## src/rtl/key_debounce_multi.sv

```systemverilog
// Multi-channel debouncer for active-low mechanical keys: debounced level plus
// press, release, long-press and auto-repeat pulses per channel.
module key_debounce_multi #(
  parameter int unsigned KEY_NUM      = 4,
  parameter int unsigned DEBOUNCE_MAX = 1_000_000,
  parameter int unsigned LONG_MAX     = 50_000_000,
  parameter int unsigned REPEAT_MAX   = 10_000_000
) (
  input  logic               sys_clk,
  input  logic               sys_rst_n,
  input  logic [KEY_NUM-1:0] key_in,
  output logic [KEY_NUM-1:0] key_state,
  output logic [KEY_NUM-1:0] key_press,
  output logic [KEY_NUM-1:0] key_release,
  output logic [KEY_NUM-1:0] key_long,
  output logic [KEY_NUM-1:0] key_repeat
);

  localparam int unsigned HOLD_MAX = (LONG_MAX > REPEAT_MAX) ? LONG_MAX : REPEAT_MAX;
  localparam int unsigned DW       = $clog2(DEBOUNCE_MAX);
  localparam int unsigned HW       = $clog2(HOLD_MAX);
  localparam logic [DW-1:0] DCNT_TOP = DW'(DEBOUNCE_MAX - 1);
  localparam logic [HW-1:0] LONG_TOP = HW'(LONG_MAX - 1);
  localparam logic [HW-1:0] REP_TOP  = (REPEAT_MAX == 0) ? '0 : HW'(REPEAT_MAX - 1);
  localparam bit            REP_EN   = (REPEAT_MAX != 0);

  typedef enum logic [1:0] {
    IDLE = 2'd0,
    HELD = 2'd1,
    LONG = 2'd2
  } hold_e;

  for (genvar i = 0; i < KEY_NUM; i++) begin : g_ch
    logic          sync1, sync2, s_q;
    logic [DW-1:0] dcnt, dcnt_nxt;
    logic [HW-1:0] hcnt, hcnt_nxt;
    hold_e         st, st_nxt;
    logic          state_q, press_q, release_q, long_q, repeat_q;
    logic          state_nxt, press_nxt, release_nxt, long_nxt, repeat_nxt;

    // Synchroniser, registered pressed level, counters, FSM and output pulses.
    always_ff @(posedge sys_clk or negedge sys_rst_n) begin
      if (!sys_rst_n) begin
        sync1     <= 1'b1;
        sync2     <= 1'b1;
        s_q       <= 1'b0;
        dcnt      <= '0;
        hcnt      <= '0;
        st        <= IDLE;
        state_q   <= 1'b0;
        press_q   <= 1'b0;
        release_q <= 1'b0;
        long_q    <= 1'b0;
        repeat_q  <= 1'b0;
      end else begin
        sync1     <= key_in[i];
        sync2     <= sync1;
        s_q       <= ~sync2;
        dcnt      <= dcnt_nxt;
        hcnt      <= hcnt_nxt;
        st        <= st_nxt;
        state_q   <= state_nxt;
        press_q   <= press_nxt;
        release_q <= release_nxt;
        long_q    <= long_nxt;
        repeat_q  <= repeat_nxt;
      end
    end

    // Debounce decision and hold FSM; a release always wins over long/repeat.
    always_comb begin
      dcnt_nxt    = dcnt;
      hcnt_nxt    = hcnt;
      st_nxt      = st;
      state_nxt   = state_q;
      press_nxt   = 1'b0;
      release_nxt = 1'b0;
      long_nxt    = 1'b0;
      repeat_nxt  = 1'b0;

      if (s_q == state_q) begin
        dcnt_nxt = '0;
      end else if (dcnt == DCNT_TOP) begin
        dcnt_nxt    = '0;
        state_nxt   = s_q;
        press_nxt   = s_q;
        release_nxt = ~s_q;
      end else begin
        dcnt_nxt = dcnt + DW'(1);
      end

      unique case (st)
        IDLE: begin
          if (press_nxt) begin
            st_nxt   = HELD;
            hcnt_nxt = '0;
          end
        end
        HELD: begin
          if (release_nxt) begin
            st_nxt   = IDLE;
            hcnt_nxt = '0;
          end else if (hcnt == LONG_TOP) begin
            st_nxt   = LONG;
            hcnt_nxt = '0;
            long_nxt = 1'b1;
          end else begin
            hcnt_nxt = hcnt + HW'(1);
          end
        end
        LONG: begin
          if (release_nxt) begin
            st_nxt   = IDLE;
            hcnt_nxt = '0;
          end else if (REP_EN) begin
            if (hcnt == REP_TOP) begin
              hcnt_nxt   = '0;
              repeat_nxt = 1'b1;
            end else begin
              hcnt_nxt = hcnt + HW'(1);
            end
          end
        end
        default: begin
          st_nxt   = IDLE;
          hcnt_nxt = '0;
        end
      endcase
    end

    assign key_state[i]   = state_q;
    assign key_press[i]   = press_q;
    assign key_release[i] = release_q;
    assign key_long[i]    = long_q;
    assign key_repeat[i]  = repeat_q;
  end

endmodule

```

## config.mk

```make
export PLATFORM = sky130hd
export DESIGN_NAME = key_debounce_multi
export DESIGN_NICKNAME = d
export VERILOG_FILES = /design/src/rtl/key_debounce_multi.sv
export SDC_FILE = /design/constraint.sdc
export NUM_CORES = 1
export LEC_CHECK = 0
export BUFFER_PORTS_ARGS = -buffer_cell sky130_fd_sc_hd__buf_2
export CORE_UTILIZATION = 23
export CTS_CLUSTER_SIZE = 40
export DETAILED_ROUTE_END_ITERATION = 16
export GPL_TIMING_DRIVEN = 0
export PLACE_DENSITY_LB_ADDON = 0.1
export SYNTH_ARGS = -nofsm -noshare
export SYNTH_HDL_FRONTEND = slang
export SYNTH_SLANG_ARGS = --single-unit
```

## constraint.sdc

```tcl
create_clock -name sys_clk -period 5.57 [get_ports sys_clk]
set_input_delay 0 -clock sys_clk [delete_from_list [all_inputs] [get_ports sys_clk]]
set_output_delay 0 -clock sys_clk [all_outputs]
set_load 0.05 [all_outputs]
```

==> metrics.txt <==
status=completed; final antenna-violating net count=0; clock skew=0.01233 ns; Max Fanout on Critical Path=10; worst slew pin tran=1.078 ns; final RePlAce weighted congestion=0.7332; ratio of total power to cell area=257.7 nW/um^2; Worst Hold Class=in -> reg; Post-layout nets=1349; Post-synth EDFFs=0; Post-Place Setup Slack=2.071 ns; cell-by-cell trace of the critical path=nor4b_1 -> nand4_1 -> o31ai_1 -> nand2_1 -> clkbuf_1 -> o311ai_0; worst rel slew slack=0.2777; top post-synthesis cells by count=sky130_fd_sc_hd__dfrtp_1 (216), sky130_fd_sc_hd__nor2_1 (147), sky130_fd_sc_hd__nand2_1 (135); register bit count reported by yosys=224; Max Transition Viols Final=0; total standard cell area after synthesis=11750 um^2; cell with the most instances after synthesis=sky130_fd_sc_hd__dfrtp_1; total design power=0.003554 W; ratio of cells with drive above 1 in the final layout=0.09836; critical path's slowest cell=sky130_fd_sc_hd__o31ai_1; Clk pin slew, worst setup/hold paths=0.06 ns; post-route setup slack=2.266 ns; max-cap violation count=0; final cell count without fillers=2014; via count of the first global-routing pass=9516; WL per Instance=14.95 um; overall track demand over capacity in global routing=0.1182; ranking of synthesized cells by area=sky130_fd_sc_hd__dfrtp_1 (46%), sky130_fd_sc_hd__nor2_1 (4.7%), sky130_fd_sc_hd__nand3_1 (4.5%); CTS H-tree lvls=1; die height=228.1 um; number of instances in the synthesized netlist=1257; GR Overflow Total=0; Area after DPL=12780 um^2; crit end category=flop; Clk Latency, worst-skew pair=0.56 ns; Buffers & Inverters on Critical Path=1; Mapped Nets=1284; number of buffers on the longest clock path=3; Die ar.=52010 um^2; CTS tree=built; Sink Count=224; total number of placement rows=82; via count=9391; initial antenna violation count=0; number of buffer cells added on primary ports=25; Highest Clock Rate=0.3027 GHz; setup_tns=0 ns; number of inserted filler cells in the final layout=5371; Antenna Cells=0; CTS Root Cell=sky130_fd_sc_hd__clkbuf_16; critical path data required time=5.99 ns; mean post-synth cell area=9.351 um^2; layout-stage area growth over the synthesis result=17.36%; final worst path period need=3.304 ns; final cycle utilization of the critical path=0.5931; DRC=0; share of flip-flops with an asynchronous set or reset after synthesis=1.000; clock buffer count from CTS=29; post-synthesis cell type count=64; library cell occupying the most area in the post-synthesis netlist=sky130_fd_sc_hd__dfrtp_1; Cells after DPL=1956; final hold violation count=0; Worst IR Drop VDD=0.0002068 V; initial drt markers=576; setup repair after global routing missed its margin=no; maximum number of pins on one net before global-route repair=100; wire length reported by the detailed router=30120 um; TritonRoute pass-1 iters=5; kind of cell with the highest combined delay on the critical path=compound AO/OA/AOI/OAI gates; Worst Setup Start Kind=flop; peak per-stage delay on the critical path=0.98 ns; area of the core region=50270 um^2; starting density of the core=0.2338; data arrival at the endpoint of the critical path=3.73 ns; setup slack, reg-to-reg=2.27 ns; number of I/O pins=26; final setup fails=0; crit path kind=reg -> reg; top-area cell type share of the netlist area=0.4599; yosys warns=0; static leakage power=5.632 nW; first-pass GRT wire length=51310 um; vias per inst=4.663; Most used DFF post-synth=sky130_fd_sc_hd__dfrtp_1; HPWL after detailed placement=20080 um; count of buffers added by post-CTS timing repair for setup=0; die width=228.1 um; sequential element share of the synthesized area=0.4778; final instance area=13790 um^2
[per-stage QoR]
step | util | hold slack (ns)
5_1_grt | 0.2744 | 0.06712
4_1_cts | 0.2744 | 0.05132
2_1_floorplan | - | -0.2956
3_5_place_dp | 0.2543 | -0.1213
6_report | 0.2744 | 0.08772
3_3_place_gp | 0.2530 | 0.1056
[kinds of logic after synthesis]
| family | synth area share |
|---|---|
| AOI/OAI and AO/OA | 0.1043 |
| xor gates and xnor gates | 0.06930 |
| adders and majority gates | 0.02235 |
| buffers and inverters | 0.03811 |
| DFF | 0.4778 |
| muxes | 0.004790 |
| and+or+nand+nor | 0.2834 |
[final timing paths]
kind                                      startpoint                      endpoint  cells after the start
max                        g_ch[1].dcnt[8]$_DFF_PN0_  g_ch[1].hcnt[12]$_DFFE_PN0P_                      6
min                                        key_in[3]       g_ch[3].sync1$_DFF_PN1_                      2
max reg2reg                g_ch[1].dcnt[8]$_DFF_PN0_  g_ch[1].hcnt[12]$_DFFE_PN0P_                      6
min reg2reg                  g_ch[1].sync1$_DFF_PN1_       g_ch[1].sync2$_DFF_PN1_                      0
max in group asynchronous                  sys_rst_n     g_ch[1].dcnt[5]$_DFF_PN0_                      5
min in group asynchronous                  sys_rst_n    g_ch[0].repeat_q$_DFF_PN0_                      4
[sequential cells by signal (all words and copies together), names as in the netlist]
signal	count
g_ch.dcnt	80
g_ch.hcnt	104
g_ch.long_q	4
g_ch.press_q	4
g_ch.release_q	4
g_ch.repeat_q	4
g_ch.s_q	4
g_ch.st	8
g_ch.state_q	4
g_ch.sync1	4
g_ch.sync2	4
[layout make-up]
| class | count | area, um^2 | area share |
|---|---|---|---|
| clock buffers | 44 | 892.1 | 0.06467 |
| plain buffers | 58 | 312.8 | 0.02268 |
| flip-flops and latches | 224 | 5615 | 0.4071 |
| repair buffers | 34 | 270.3 | 0.01959 |
| multi-input cells | 939 | 5690 | 0.4125 |
| well taps | 672 | 840.8 | 0.06095 |
| clock inverters | 7 | 37.54 | 0.002721 |
| inverters | 36 | 135.1 | 0.009796 |
[repair_timing]
action / in CTS / in global routing
hold buffers: 7 / 0
endpoints found under the hold margin: 127 / 0
endpoints found under the setup margin: 0 / 0
resized for setup: 0 / 0
[per-layer routing]
layer | vias to the layer above | global-route usage | share of wire
li1 | 4643 | - | -
met1 | 4602 | 0.1607 | 0.49
met2 | 100 | 0.1930 | 0.46
met3 | 46 | 0.01813 | 0.028
met4 | 0 | 0.03419 | 0.026
met5 | - | 0 | 0
[power by group]
part | total (W) | internal [W] | leakage [nW] | switching [W]
clock | 0.00183 | 0.00109 | 0.465 | 0.000741
sequential | 0.00165 | 0.00164 | 3.08 | 0.00000831
combinational | 0.0000738 | 0.0000197 | 2.08 | 0.0000541
total | 0.00355 | 0.00275 | 5.63 | 0.000803
[worst register-to-register path, cell delays in order, from the launching register on]
cell and delay, ns:
sky130_fd_sc_hd__dfrtp_1 0.41, sky130_fd_sc_hd__nor4b_1 0.36, sky130_fd_sc_hd__nand4_1 0.33, sky130_fd_sc_hd__o31ai_1 0.98, sky130_fd_sc_hd__nand2_1 0.31, sky130_fd_sc_hd__clkbuf_1 0.34
sky130_fd_sc_hd__o311ai_0 0.44
[cell usage in the layout (no fill, tap or decap), drive strengths merged, types with 24 or more instances in the layout]
cell    instances
nand2         135
o21ai          38
nor4           30
nand3         105
dfrtp         216
nand4          44
and2           24
xor2           43
and3           36
buf            53
nor2          147
o311ai         25
inv            36
clkbuf         77
xnor2          50
nor3           31
Note: power is estimated with default switching activity, not from simulation.
